--- config.mk ---
export PLATFORM = sky130hd
export DESIGN_NAME = fib_sched
export DESIGN_NICKNAME = d
export VERILOG_FILES = /design/src/rtl/fib_pkg.sv /design/src/rtl/fib_engine.sv /design/src/rtl/fib_sched.sv
export SDC_FILE = /design/constraint.sdc
export NUM_CORES = 1
export LEC_CHECK = 0
export BUFFER_PORTS_ARGS = -buffer_cell sky130_fd_sc_hd__buf_2
export CAP_MARGIN = 0
export CORE_MARGIN = 1
export CORE_UTILIZATION = 53
export CTS_BUF_LIST = sky130_fd_sc_hd__clkbuf_4 sky130_fd_sc_hd__clkbuf_8
export DETAILED_ROUTE_END_ITERATION = 8
export PLACE_DENSITY = 0.69
export SYNTH_ARGS = -nofsm -noshare
export SYNTH_HDL_FRONTEND = slang
export SYNTH_SLANG_ARGS = --single-unit
--- constraint.sdc ---
create_clock -name clk -period 5.85 [get_ports clk]
set_input_delay 0.585 -clock clk [delete_from_list [all_inputs] [get_ports clk]]
set_output_delay 0.585 -clock clk [all_outputs]
set_load 0.03 [all_outputs]
--- src/rtl/fib_pkg.sv ---
// Shared types and helpers for the Fibonacci request scheduler.
package fib_pkg;

  // Scheduler FSM states
  typedef enum logic [1:0] {
    IDLE = 2'd0,
    RUN  = 2'd1,
    RESP = 2'd2
  } state_t;

  // Widest requester vector the arbiter helper handles
  localparam int MAX_REQ         = 8;
  localparam int NUM_REQ_DEFAULT = 4;

  // Id width for a given requester count; never narrower than one bit
  function automatic int id_width(input int num_req);
    if (num_req <= 1) begin
      return 1;
    end else begin
      return $clog2(num_req);
    end
  endfunction

  localparam int ID_WIDTH = id_width(NUM_REQ_DEFAULT);

  // Round-robin pick: first valid requester at or above ptr, wrapping modulo n.
  // Returns a one-hot grant, or all zeros when nothing is valid.
  function automatic logic [MAX_REQ-1:0] rr_pick(
    input logic [MAX_REQ-1:0] valid,
    input logic [2:0]         ptr,
    input int                 n
  );
    logic [MAX_REQ-1:0] grant;
    logic [2:0]         idx;
    logic               found;
    grant = '0;
    found = 1'b0;
    for (int k = 0; k < MAX_REQ; k++) begin
      if (k < n) begin
        idx = 3'((int'(ptr) + k) % n);
        if (!found && valid[idx]) begin
          grant[idx] = 1'b1;
          found      = 1'b1;
        end else begin
          found = found;
        end
      end else begin
        found = found;
      end
    end
    return grant;
  endfunction

endpackage

--- src/rtl/fib_engine.sv ---
// Iterative Fibonacci engine: one step per cycle, sticky overflow tracking.
module fib_engine #(
  parameter int DATA_WIDTH = 32,
  parameter int IDX_WIDTH  = 6
) (
  input  logic                  clk,
  input  logic                  rst,
  input  logic                  load,
  input  logic                  step,
  input  logic [IDX_WIDTH-1:0]  index,
  output logic [DATA_WIDTH-1:0] a,
  output logic                  ovf_a,
  output logic                  done
);

  logic [DATA_WIDTH-1:0] a_r;
  logic [DATA_WIDTH-1:0] b_r;
  logic                  ovf_a_r;
  logic                  ovf_b_r;
  logic [IDX_WIDTH-1:0]  count_r;
  logic [DATA_WIDTH:0]   sum_s;

  // Sum with an extra bit so the carry out of DATA_WIDTH is visible
  always_comb begin
    sum_s = {1'b0, a_r} + {1'b0, b_r};
  end

  // Engine registers: load seeds F(0)/F(1), each step advances the pair by one
  always_ff @(posedge clk or negedge rst) begin
    if (!rst) begin
      a_r     <= '0;
      b_r     <= '0;
      ovf_a_r <= 1'b0;
      ovf_b_r <= 1'b0;
      count_r <= '0;
    end else if (load) begin
      a_r     <= '0;
      b_r     <= DATA_WIDTH'(1);
      ovf_a_r <= 1'b0;
      ovf_b_r <= 1'b0;
      count_r <= index;
    end else if (step && (count_r != '0)) begin
      a_r     <= b_r;
      ovf_a_r <= ovf_b_r;
      b_r     <= sum_s[DATA_WIDTH-1:0];
      ovf_b_r <= ovf_a_r | ovf_b_r | sum_s[DATA_WIDTH];
      count_r <= count_r - IDX_WIDTH'(1);
    end else begin
      a_r     <= a_r;
      b_r     <= b_r;
      ovf_a_r <= ovf_a_r;
      ovf_b_r <= ovf_b_r;
      count_r <= count_r;
    end
  end

  assign a     = a_r;
  assign ovf_a = ovf_a_r;
  assign done  = (count_r == '0);

endmodule

--- src/rtl/fib_sched.sv ---
// Round-robin scheduler that sequences a single Fibonacci engine on demand.
module fib_sched
  import fib_pkg::*;
#(
  parameter int DATA_WIDTH = 32,
  parameter int NUM_REQ    = 4,
  parameter int IDX_WIDTH  = 6
) (
  input  logic                            clk,
  input  logic                            rst,
  input  logic [NUM_REQ-1:0]              req_valid,
  input  logic [NUM_REQ*IDX_WIDTH-1:0]    req_index,
  output logic [NUM_REQ-1:0]              req_ready,
  output logic                            rsp_valid,
  input  logic                            rsp_ready,
  output logic [DATA_WIDTH-1:0]           rsp_data,
  output logic [id_width(NUM_REQ)-1:0]    rsp_id,
  output logic                            rsp_ovf,
  output logic                            busy
);

  localparam int ID_W = id_width(NUM_REQ);

  state_t                state_r;
  state_t                state_next_s;
  logic [ID_W-1:0]       rr_ptr_r;
  logic [ID_W-1:0]       id_r;
  logic [ID_W-1:0]       id_sel_s;
  logic [ID_W-1:0]       id_inc_s;
  logic [IDX_WIDTH-1:0]  idx_sel_s;
  logic [MAX_REQ-1:0]    valid_pad_s;
  logic [MAX_REQ-1:0]    pick_s;
  logic [NUM_REQ-1:0]    grant_s;
  logic                  any_grant_s;
  logic                  handshake_s;
  logic                  eng_load_s;
  logic                  eng_step_s;
  logic                  eng_done_s;
  logic                  eng_ovf_s;
  logic [DATA_WIDTH-1:0] eng_a_s;

  fib_engine #(
    .DATA_WIDTH (DATA_WIDTH),
    .IDX_WIDTH  (IDX_WIDTH)
  ) u_engine (
    .clk   (clk),
    .rst   (rst),
    .load  (eng_load_s),
    .step  (eng_step_s),
    .index (idx_sel_s),
    .a     (eng_a_s),
    .ovf_a (eng_ovf_s),
    .done  (eng_done_s)
  );

  // Round-robin arbitration starting at the pointer
  always_comb begin
    valid_pad_s = MAX_REQ'(req_valid);
    pick_s      = rr_pick(valid_pad_s, 3'(rr_ptr_r), NUM_REQ);
    grant_s     = pick_s[NUM_REQ-1:0];
    any_grant_s = |grant_s;
  end

  // Mux out the index and id of the granted requester
  always_comb begin
    idx_sel_s = '0;
    id_sel_s  = '0;
    for (int i = 0; i < NUM_REQ; i++) begin
      if (grant_s[i]) begin
        idx_sel_s = req_index[i*IDX_WIDTH +: IDX_WIDTH];
        id_sel_s  = ID_W'(i);
      end else begin
        idx_sel_s = idx_sel_s;
        id_sel_s  = id_sel_s;
      end
    end
  end

  // Next pointer value: one past the served id, wrapping at NUM_REQ
  always_comb begin
    if (id_r == ID_W'(NUM_REQ - 1)) begin
      id_inc_s = '0;
    end else begin
      id_inc_s = id_r + ID_W'(1);
    end
  end

  // State register
  always_ff @(posedge clk or negedge rst) begin
    if (!rst) begin
      state_r <= IDLE;
    end else begin
      state_r <= state_next_s;
    end
  end

  // Next-state logic
  always_comb begin
    state_next_s = state_r;
    case (state_r)
      IDLE: begin
        if (any_grant_s) begin
          state_next_s = RUN;
        end else begin
          state_next_s = IDLE;
        end
      end
      RUN: begin
        if (eng_done_s) begin
          state_next_s = RESP;
        end else begin
          state_next_s = RUN;
        end
      end
      RESP: begin
        if (rsp_ready) begin
          state_next_s = IDLE;
        end else begin
          state_next_s = RESP;
        end
      end
      default: begin
        state_next_s = IDLE;
      end
    endcase
  end

  // Output decode: accept strobe, engine control and busy flag
  always_comb begin
    req_ready   = '0;
    eng_load_s  = 1'b0;
    eng_step_s  = 1'b0;
    handshake_s = 1'b0;
    busy        = 1'b1;
    case (state_r)
      IDLE: begin
        req_ready  = grant_s;
        eng_load_s = any_grant_s;
        busy       = 1'b0;
      end
      RUN: begin
        eng_step_s = !eng_done_s;
      end
      RESP: begin
        handshake_s = rsp_ready;
      end
      default: begin
        busy = 1'b0;
      end
    endcase
  end

  // Capture the id of the accepted request
  always_ff @(posedge clk or negedge rst) begin
    if (!rst) begin
      id_r <= '0;
    end else if (eng_load_s) begin
      id_r <= id_sel_s;
    end else begin
      id_r <= id_r;
    end
  end

  // Move the round-robin pointer past the requester just served
  always_ff @(posedge clk or negedge rst) begin
    if (!rst) begin
      rr_ptr_r <= '0;
    end else if (handshake_s) begin
      rr_ptr_r <= id_inc_s;
    end else begin
      rr_ptr_r <= rr_ptr_r;
    end
  end

  // Response registers: load when the engine finishes, hold until handshake
  always_ff @(posedge clk or negedge rst) begin
    if (!rst) begin
      rsp_valid <= 1'b0;
      rsp_data  <= '0;
      rsp_id    <= '0;
      rsp_ovf   <= 1'b0;
    end else if ((state_r == RUN) && eng_done_s) begin
      rsp_valid <= 1'b1;
      rsp_data  <= eng_a_s;
      rsp_id    <= id_r;
      rsp_ovf   <= eng_ovf_s;
    end else if (handshake_s) begin
      rsp_valid <= 1'b0;
      rsp_data  <= rsp_data;
      rsp_id    <= rsp_id;
      rsp_ovf   <= rsp_ovf;
    end else begin
      rsp_valid <= rsp_valid;
      rsp_data  <= rsp_data;
      rsp_id    <= rsp_id;
      rsp_ovf   <= rsp_ovf;
    end
  end

endmodule

==> key figures, run 1 <==
Status
  – Status: completed

Placed design
  – PortBufs: 71
  – Hpwl dp: around 9600 um
  – Cell total after placement: 919
  – Placed inst area: 7091 um2
  – Pre-CTS setup slack: 2.095 ns
  – Gpl congestion: between 0.8 and 0.9

Global routing
  – Initial antenna violation count: 0
  – First-pass GRT wire length: 24,010 um
  – Overflow after GRT: 0
  – Vias in the first global route: 5,354
  – Total GRT Usage: 0.2337
  – Pin count of the biggest net entering global routing: 90

STA
  – # setup viols final: 0
  – Layout Skew: 0.01283 ns
  – Setup TNS: 0 ns
  – Final worst setup slack: 2.077 ns
  – Final period utilization: 0.6449
  – Fin. Hold Viols: 0
  – Minimum clock period after layout: 3.773 ns
  – Slew margin rel.: 0.3940
  – Fmax: 0.2651 GHz
  – Slew Viols, Final: 0
  – Worst slew pin tran: 0.9090 ns
  – Unrepaired setup endpoints after global routing: false

Worst setup path
  – Crit path buffers/inverters: 3
  – Critical Path End: u_engine.b_r[31]
  – CP Cell Sequence: inv_1 -> ha_1 -> mux4_2 -> nor4b_4 -> a221oi_1 -> buf_4 -> a41oi_4 -> buf_4 -> nor2_1 -> o211ai_1 -> o221ai_1
  – WP data arrival: a little over 4 ns
  – Crit-path slowest cell: buf_4
  – R2r startpoint: rr_ptr_r[0]
  – Most used cell along the critical path: buf_4
  – Levels on crit path: 11
  – R2R cell count: 11
  – Nature of the critical path endpoint: flop
  – Reg-to-reg slack, setup: 2.08 ns
  – Critical path data required time: 6.14 ns
  – Crit path largest cell delay: 0.71 ns
  – CP Launch Point: rr_ptr_r[0]
  – Critical path fanouts, max: approximately 90
  – Critical path class: flop to flop
  – Top delay family on crit path: buffers and inverters
  – Startpoint Class: flop
  – Worst r2r dst: u_engine.b_r[31]

Synth
  – Post-Syn Area: 6620 um2
  – Compound-Gate Fraction of Synth Area: 0.1661
  – Post-Syn Nets: 781
  – Most frequent cells after synthesis: 145 x nand2_1, 114 x dfrtp_1, 76 x a21oi_1, 44 x ha_1, 43 x nor2_1
  – EDFF count, synth: 0
  – Synth area leaders: dfrtp_1 43%, ha_1 8.3%, nand2_1 8.2%
  – Yosys top cell by area: dfrtp_1
  – Cell variety after synth: 58
  – Sequential share of the synthesized area: 0.4309
  – #FFs+latches synth: 114
  – Yosys top cell area share: 0.4309
  – Post-synthesis adder-cell area fraction: 0.08618
  – Avg Inst Size Synth: around 9.4 um2
  – Largest family of logic cells by synthesized area: compound AO/OA/AOI/OAI gates
  – Ys flop type: dfrtp_1
  – Cells after synthesis: 705
  – Most common cell in the netlist: nand2_1
  – Post-synthesis mux area share: 0.08675
  – Async set-reset flop share out of synthesis: 1.000
  – Post-Synth XOR/XNOR Area: 0.03043
  – Simple-gate share of the synthesized area: 0.1639
  – YS warnings: 0

Cells and area
  – Area Overhead vs Synth: 12.91%
  – Antenna cells: 0
  – Post-route cell area: 7475 um2
  – Final non-filler cell total: between 900 and 1,000
  – Layout cell share with drive strength beyond 1: 0.2005
  – Fin nets: 846
  – Filler Cell Count: about 1,100

Floorplan
  – Core area: 12,110 um2
  – Die X: 113.8 um
  – Initial Utilization: 0.5466
  – Die ar.: 12,940 um2
  – Rows: 40
  – Die Span Y: between 100 and 150 um
  – Top-level port count: ~70

Clock tree
  – CTS buffer count: 17
  – Clock sinks: 114
  – H-tree depth reported by CTS: 4
  – Clock slew at reported path FFs: around 0.07 ns
  – CTS root buf: clkbuf_8
  – Post_cts resized: 0
  – CTS Hold Buffers Added: 0
  – Post-CTS Setup Bufs: 0
  – TritonCTS clock tree: yes
  – Worst skew pair latency: 0.44 ns
  – Max Root-Sink Buffers: 2

Power and ir drop
  – Switch Pwr: ~0.0022 W
  – Clk pwr share: 0.145
  – Sequential share of power: 0.288
  – Internal power: 0.002688 W
  – Logic pwr share: 0.568
  – Leak pwr: between 3 and 4 nW
  – Cell Pwr Density: 657.7 nW/um2
  – Tot Pwr: 0.004916 W
  – Switch share: 0.4533
  – Peak VDD IR: roughly 0.00032 V

Hold path
  – Worst hold path class: primary input to async pin

Routing
  – Detail Route Antenna Nets: 0
  – Final wirelength: 14,080 um
  – DRT Pass-1 Iters: 4
  – WL/cell: 14.81 um
  – DRC: 0
  – Via Count: between 5,000 and 6,000
  – Vias per inst: 5.635
  – Starting DRT DRC Count: 322

Flow run
  – Max cap viols: 0
[cell type report]
type | instances | area, um2 | area share
clock buffer | 27 | 334.1 | 0.04469
multi-input combinational | 536 | 3535 | 0.4729
timing repair buffer | 77 | 402.9 | 0.05390
clock inverter | 5 | 50.05 | 0.006696
inverter | 24 | 90.09 | 0.01205
sequential | 114 | 2853 | 0.3817
tap | 168 | 210.2 | 0.02812
[metrics by stage]
stage	util	hold slack, ns
final	0.6171	0.1558
after global routing	0.6171	0.2139
after CTS	0.6171	0.1827
after detailed placement	0.5854	0.4699
after global placement	0.5854	0.4644
after floorplan	-	0.2894
[power by group through the flow]
stage	clock network, W	registers (W)	logic [W]
floorplan	0	0.00151	0.00209
global placement	0	0.00141	0.00266
detailed placement	0	0.00143	0.00276
CTS	0.000723	0.00142	0.00279
global route	0.000750	0.00146	0.00314
finish	0.000711	0.00141	0.00279
[worst reg2reg max path: cells and delay by family, from the launching register on]
kind | cells | cell delay, ns
buffers and inverters | 3 | 1.09
multiplexers | 1 | 0.40
flip-flops | 1 | 0.57
AO/OA/AOI/OAI | 4 | 0.63
adder cells (fa/ha/maj) | 1 | 0.35
AND/OR/NAND/NOR | 2 | 0.58
[cell families (layout without fill, tap and decap cells)]
| group | Yosys count | in the layout |
|---|---|---|
| and+or+nand+nor | 243 | 243 |
| AOI/OAI and AO/OA | 177 | 177 |
| DFF | 114 | 114 |
| buffers and inverters | 55 | 133 |
| muxes | 48 | 48 |
| adders and majority gates | 45 | 45 |
| xor gates and xnor gates | 23 | 23 |
[how the worst min path moves through the flow]
stage                  end       from  cells after the start  slack, ns
3_5_place_dp     rsp_valid  rsp_valid                      2       0.47
6_report       rr_ptr_r[1]        rst                      1       0.16
4_1_cts        rr_ptr_r[1]        rst                      1       0.18
3_3_place_gp     rsp_valid  rsp_valid                      2       0.46
5_1_grt        rr_ptr_r[1]        rst                      1       0.21
2_1_floorplan      id_r[0]        rst                      0       0.29
[cell usage in the layout, fill, tap and decap left out, types with 4 or more instances in the layout]
cell type  count
a211oi_1       9
a21o_1         8
a21oi_1       76
a22o_1         6
a31oi_1       15
buf_2         70
buf_4          7
clkbuf_4       6
clkbuf_8      21
clkinv_2       4
dfrtp_1      114
ha_1          44
inv_1         24
mux2_2        35
mux2i_1        9
mux4_2         4
nand2_1      144
nand3_1        9
nand4_1        4
nor2_1        43
nor3_1         6
o21ai_0       29
o31ai_1        4
or3_1          6
xnor2_1       13
xor2_1        10
[per-layer routing]
layer	vias up	global-route usage	part of all wire
li1	2630	-	-
met1	2609	0.2861	0.45
met2	105	0.4045	0.50
met3	15	0.04835	0.035
met4	0	0.09211	0.018
met5	-	0	0
[state kept, by name, summed over array words and instances (netlist names)]
register and cells:
rsp_data 32, rr_ptr_r 2, u_engine.ovf_a 1, u_engine.b_r 32, state_r 2, u_engine.count_r 6
id_r 2, u_engine.a 32, rsp_ovf 1, rsp_valid 1, rsp_id 2, u_engine.ovf_b_r 1
Power figures use the tool's default switching activity.
==> inputs of run 2 (changes only) <==
--- a/config.mk
+++ b/config.mk
@@ -5,6 +5,7 @@
 export SDC_FILE = /design/constraint.sdc
 export NUM_CORES = 1
 export LEC_CHECK = 0
+export ABC_AREA = 1
 export BUFFER_PORTS_ARGS = -buffer_cell sky130_fd_sc_hd__buf_2
 export CAP_MARGIN = 0
 export CORE_MARGIN = 1
==> constraint.sdc (replaced) <==
create_clock -name clk -period 3.8 [get_ports clk]
set_input_delay 0.38 -clock clk [delete_from_list [all_inputs] [get_ports clk]]
set_output_delay 0.38 -clock clk [all_outputs]
set_load 0.03 [all_outputs]
==> key figures, run 2 <==
Floorplan
  – Die Span Y: 118.8 um
  – Core area: 13,300 um2
  – Rows: 42
  – Die ar.: 14,100 um2
  – Initial Utilization: 0.5435
  – Die X: 118.8 um
  – Top-level port count: 72

Power and ir drop
  – Clk pwr share: 0.169
  – Internal power: about 0.0039 W
  – Peak VDD IR: 0.0005037 V
  – Switch Pwr: about 0.0036 W
  – Logic pwr share: 0.565
  – Sequential share of power: 0.266
  – Switch share: 0.4803
  – Tot Pwr: 0.007415 W
  – Cell Pwr Density: 907.5 nW/um2
  – Leak pwr: 4.246 nW

Routing
  – WL/cell: between 10 and 15 um
  – DRT Pass-1 Iters: 4
  – Starting DRT DRC Count: 357
  – DRC: 0
  – Detail Route Antenna Nets: 0
  – Vias per inst: 5.202
  – Via Count: 6,039
  – Final wirelength: 16,170 um

Worst setup path
  – R2r startpoint: rr_ptr_r[0]
  – Crit-path slowest cell: dfrtp_1
  – CP Cell Sequence: inv_6 -> ha_1 -> inv_1 -> nand3_1 -> nand2_1 -> nand2_4 -> nor2_2 -> nand2_2 -> nand3_4 -> nor2_8 -> nand2_4 -> nand2_8 -> nand2_4 -> inv_4 -> nand2_1 -> o21ai_2
  – R2R cell count: 16
  – Critical path data required time: about 4.2 ns
  – Most used cell along the critical path: nand2_4
  – Nature of the critical path endpoint: flop
  – WP data arrival: approximately 3.6 ns
  – Worst r2r dst: u_engine.a[28]
  – Reg-to-reg slack, setup: 0.61 ns
  – Crit path largest cell delay: ~0.61 ns
  – Critical path class: flop to flop
  – Critical path fanouts, max: 40
  – Startpoint Class: flop

STA
  – Slew Viols, Final: 0
  – Minimum clock period after layout: 3.194 ns
  – Worst slew pin tran: ~0.70 ns
  – # setup viols final: 0
  – Slew margin rel.: 0.5311
  – Unrepaired setup endpoints after global routing: false
  – Setup TNS: 0 ns
  – Layout Skew: 0.008298 ns
  – Final period utilization: 0.8404
  – Fin. Hold Viols: 0
  – Fmax: 0.3131 GHz

Global routing
  – Initial antenna violation count: 0
  – Total GRT Usage: 0.2421
  – Overflow after GRT: 0
  – Pin count of the biggest net entering global routing: 60
  – Vias in the first global route: 5,641
  – First-pass GRT wire length: between 20,000 and 30,000 um

Synth
  – Post-Synth XOR/XNOR Area: 0.02909
  – Cell variety after synth: 42
  – Async set-reset flop share out of synthesis: 1.000
  – #FFs+latches synth: about 110
  – Ys flop type: dfrtp_1
  – YS warnings: 0
  – Cells after synthesis: 896
  – Most common cell in the netlist: nand2_1
  – Most frequent cells after synthesis: 221 x nand2_1, 114 x dfrtp_1, 95 x inv_1, 69 x nor2_1, 55 x nand3_1
  – EDFF count, synth: 0
  – Post-Syn Area: 7226 um2
  – Sequential share of the synthesized area: 0.3948
  – Avg Inst Size Synth: between 8 and 9 um2
  – Yosys top cell area share: 0.3948
  – Post-Syn Nets: 972
  – Largest family of logic cells by synthesized area: simple AND/OR/NAND/NOR gates
  – Synth area leaders: dfrtp_1 39%, nand2_1 11%, ha_1 7.6%
  – Post-synthesis mux area share: 0.04675
  – Post-synthesis adder-cell area fraction: 0.07896
  – Compound-Gate Fraction of Synth Area: 0.1262
  – Simple-gate share of the synthesized area: 0.2528
  – Yosys top cell by area: dfrtp_1

Hold path
  – Worst hold path class: primary input to flop
  – Worst Hold Path EP: state_r[1]
  – Hold path startpoint: rsp_ready
  – Hold depth: 4

Clock tree
  – Clock sinks: 114
  – Worst skew pair latency: 0.45 ns
  – Post-CTS Setup Bufs: 0
  – CTS root buf: clkbuf_8
  – Post_cts resized: 0
  – Clock slew at reported path FFs: ~0.07 ns
  – Max Root-Sink Buffers: 2
  – H-tree depth reported by CTS: 4
  – TritonCTS clock tree: yes
  – CTS buffer count: 17

Status
  – Status: completed

Placed design
  – Hpwl dp: 12,300 um
  – PortBufs: 71
  – Gpl congestion: between 0.9 and 1

Cells and area
  – Commonest non-fill, non-tap cell in the layout: nand2_1
  – Filler Cell Count: 1,257
  – Antenna cells: 0
  – Most frequent cells in the layout: 221 x nand2_1, 114 x dfrtp_1, 95 x inv_1
  – Register Area: between 2000 and 3000 um2
  – Layout cell share with drive strength beyond 1: 0.1949
  – Fin nets: 1,048
  – Area Overhead vs Synth: 13.09%
  – Footprint of the multi-input gates: 3862 um2

Flow run
  – Max cap viols: 0
## run 2: cell count changes in the layout (fill, tap and decap cells not counted), moves of 8 or more
cell / change
a211oi_1: -9
a21oi_1: -27
a31oi_1: -15
inv_1: +71
mux2i_1: -9
nand2_1: +77
nand3_1: +45
nand4_1: +13
nor2_1: +26
o21ai_1: +41
o21ai_2: +20
or2_2: +8
## run 2: critical path: cells and delay by family (launching register included)
kind	cells	cell delay [ns]
buffers and inverters	3	0.63
DFF	1	0.61
and+or+nand+nor	11	1.39
adders and majority gates	1	0.36
AOI/OAI and AO/OA	1	0.08
## run 2: metrics by stage
stage,worst slack [ns],instances,instance area (um2),util,hold WS (ns)
5_1_grt,0.3043,1161,8172,0.6146,0.2193
4_1_cts,0.5973,1161,8172,0.6146,0.1829
3_3_place_gp,0.7705,1128,7717,0.5805,0.4687
2_1_floorplan,1.273,896,7226,-,0.08441
6_report,0.6064,1161,8172,0.6146,0.2158
3_5_place_dp,0.6271,1128,7717,0.5805,0.4687
## run 2: what timing repair did
item                                   in CTS  in global routing
hold buffers                                1                  0
endpoints found under the hold margin      24                  0
setup endpoints to repair                   0                  0
## run 2: worst max-delay path by stage
stage	from	end	slack (ns)	cells past startpoint
after floorplan	rr_ptr_r[0]	req_ready[3]	1.27	12
after global placement	rr_ptr_r[0]	u_engine.a[30]	0.77	16
after detailed placement	rr_ptr_r[0]	u_engine.a[28]	0.63	16
after CTS	rr_ptr_r[0]	u_engine.a[28]	0.60	16
after global routing	rr_ptr_r[0]	u_engine.a[28]	0.30	16
final	rr_ptr_r[0]	u_engine.a[28]	0.61	16
## run 2: cell families after synthesis
group,after synthesis
compound gates,160
xor+xnor,24
fa+ha+maj,45
mux,30
flops,114
buf+inv,119
simple gates,404
## run 2: power by group through the flow
stage / registers (W) / logic, W / clock network [W]
finish: 0.00197 / 0.00419 / 0.00125
global route: 0.00203 / 0.00471 / 0.00133
detailed placement: 0.00199 / 0.00416 / 0
global placement: 0.00197 / 0.00411 / 0
CTS: 0.00197 / 0.00420 / 0.00128
floorplan: 0.00212 / 0.00317 / 0
## run 2: routing by layer
metal,vias up,track usage,share of wire
li1,3107,-,-
met4,0,0.06883,0.012
met5,-,0,0
met1,2780,0.3392,0.50
met2,138,0.3702,0.45
met3,14,0.06081,0.043
## run 2: area by class of cell
| class | instances | share of cell area |
|---|---|---|
| inverter | 101 | 0.04762 |
| multi-input combinational | 663 | 0.4727 |
| clock inverter | 12 | 0.02220 |
| tap | 176 | 0.02695 |
| timing repair buffer | 75 | 0.04930 |
| sequential | 114 | 0.3491 |
| clock buffer | 20 | 0.03215 |
==> inputs of run 3 (changes only) <==
==> constraint.sdc (replaced) <==
create_clock -name clk -period 3.35 [get_ports clk]
set_input_delay 0.335 -clock clk [delete_from_list [all_inputs] [get_ports clk]]
set_output_delay 0.335 -clock clk [all_outputs]
set_load 0.03 [all_outputs]
==> key figures, run 3 (same netlist as run 2, synthesis figures left out) <==
Floorplan
  – Top-level port count: 72
  – Rows: 42
  – Die ar.: around 14,000 um2
  – Core area: between 10,000 and 15,000 um2
  – Die X: 118.8 um
  – Die Span Y: 118.8 um
  – Initial Utilization: 0.5435

Routing
  – WL/cell: roughly 14 um
  – DRT Pass-1 Iters: 4
  – DRC: 0
  – Final wirelength: about 16,000 um
  – Via Count: 6,088
  – Starting DRT DRC Count: 397
  – Vias per inst: 5.230
  – Detail Route Antenna Nets: 0

Clock tree
  – Clock slew at reported path FFs: 0.08 ns
  – CTS buffer count: 17
  – H-tree depth reported by CTS: 4
  – Worst skew pair latency: 0.45 ns
  – CTS root buf: clkbuf_8
  – Clock sinks: 114
  – Post-CTS Setup Bufs: 0
  – Max Root-Sink Buffers: 2
  – TritonCTS clock tree: yes

STA
  – Slew Viols, Final: 0
  – Final period utilization: 0.9311
  – Slew margin rel.: 0.5646
  – Fin. Hold Viols: 0
  – Worst hold margin: around 0.16 ns
  – # setup viols final: 0
  – Setup TNS: 0 ns
  – Unrepaired setup endpoints after global routing: false
  – Minimum clock period after layout: 3.119 ns
  – Layout Skew: about 0.016 ns
  – Worst slew pin tran: ~0.65 ns
  – Fmax: 0.3206 GHz

Global routing
  – Pin count of the biggest net entering global routing: 64
  – Overflow after GRT: 0
  – Vias in the first global route: between 5,000 and 6,000
  – Total GRT Usage: 0.2538
  – First-pass GRT wire length: approximately 28,000 um
  – Initial antenna violation count: 0

Cells and area
  – Most frequent cells in the layout: 221 x nand2_1, 114 x dfrtp_1, 95 x inv_1
  – Commonest non-fill, non-tap cell in the layout: nand2_1
  – Area Overhead vs Synth: 13.11%
  – Footprint of the multi-input gates: 3862 um2
  – Filler Cell Count: around 1,200
  – Antenna cells: 0
  – Register Area: 2853 um2
  – Layout cell share with drive strength beyond 1: 0.1974
  – Fin nets: 1,052

Placed design
  – Hpwl dp: 12,500 um
  – Gpl congestion: 0.9527
  – PortBufs: 71

Power and ir drop
  – Cell Pwr Density: 1025 nW/um2
  – Peak VDD IR: 0.0005868 V
  – Leak pwr: 4.251 nW

Worst setup path
  – CP Launch Point: rr_ptr_r[0]
  – WP data arrival: approximately 2.8 ns
  – Worst r2r dst: u_engine.a[20]
  – Critical path class: flop to output port
  – Reg-to-reg slack, setup: ~0.3 ns
  – Nature of the critical path endpoint: output port
  – Critical path data required time: 3.01 ns
  – Critical Path End: req_ready[3]
  – R2r startpoint: rr_ptr_r[0]
  – Critical path fanouts, max: 12
  – R2R cell count: 16
  – Startpoint Class: flop

Status
  – Status: completed

Hold path
  – Worst hold path class: primary input to flop

Flow run
  – Max cap viols: 0
## run 3: cell count changes in the layout (fill, tap and decap cells not counted)
cell / change
buf_4: +3
clkinv_2: +2
buf_12: +1
bufinv_16: -1
clkbuf_4: -1
clkbuf_8: -1
clkinv_4: -1
inv_6: +1
## run 3: metrics by stage
step                cells  total power, W  utilization  area (um2)  worst slack [ns]
finish               1164        0.008375       0.6147        8173            0.2309
global route         1164        0.009177       0.6147        8173           0.03996
CTS                  1164        0.008416       0.6147        8173            0.2309
detailed placement   1132        0.007060       0.5837        7760            0.3508
global placement     1132        0.006971       0.5837        7760            0.4900
floorplan             896        0.005992            -        7226            0.8678
## run 3: worst min-delay path by stage
stage | startpoint | end | slack, ns | cells past startpoint
after floorplan | rst | id_r[0] | 0.04 | 0
after global placement | rst | u_engine.count_r[1] | 0.41 | 1
after detailed placement | rst | u_engine.count_r[1] | 0.40 | 1
after CTS | rsp_ready | state_r[1] | 0.15 | 4
after global routing | rsp_ready | state_r[1] | 0.15 | 4
final | rsp_ready | state_r[1] | 0.16 | 4
## run 3: power breakdown
group | internal [W] | total [W] | switching [W] | leakage (nW)
clock network | 0.000739 | 0.00132 | 0.000585 | 0.195
logic | 0.00168 | 0.00483 | 0.00314 | 2.58
registers | 0.00188 | 0.00223 | 0.000343 | 1.48
## run 3: area by class of cell
| class | instances | share of cell area |
|---|---|---|
| multi-input cells | 663 | 0.4726 |
| inverters | 101 | 0.04761 |
| clock buffers | 18 | 0.02955 |
| flip-flops and latches | 114 | 0.3491 |
| clock inverters | 13 | 0.01975 |
| well taps | 176 | 0.02694 |
| repair buffers | 79 | 0.05450 |
## run 3: critical path, cell delays in order (launching register included)
cell and delay (ns):
dfrtp_1 0.62, inv_6 0.09, ha_1 0.36, inv_1 0.11
nand3_1 0.08, nand2_1 0.12, nand2_4 0.08, nor2_2 0.14
nand2_1 0.11, nand3_4 0.16, inv_1 0.16, nor2_1 0.11
buf_2 0.20
## run 3: layer usage
| metal | vias up | share of wire | global-route usage |
|---|---|---|---|
| li1 | 3107 | - | - |
| met1 | 2830 | 0.48 | 0.3512 |
| met2 | 127 | 0.45 | 0.3944 |
| met3 | 24 | 0.043 | 0.05598 |
| met4 | 0 | 0.021 | 0.08228 |
| met5 | - | 0 | 0 |
## run 3: what timing repair did
action                                  4_1_cts  5_1_grt
endpoints found under the setup margin        0        0
resized for setup                             0        0
hold buffers                                  1        0
endpoints found under the hold margin        51        0
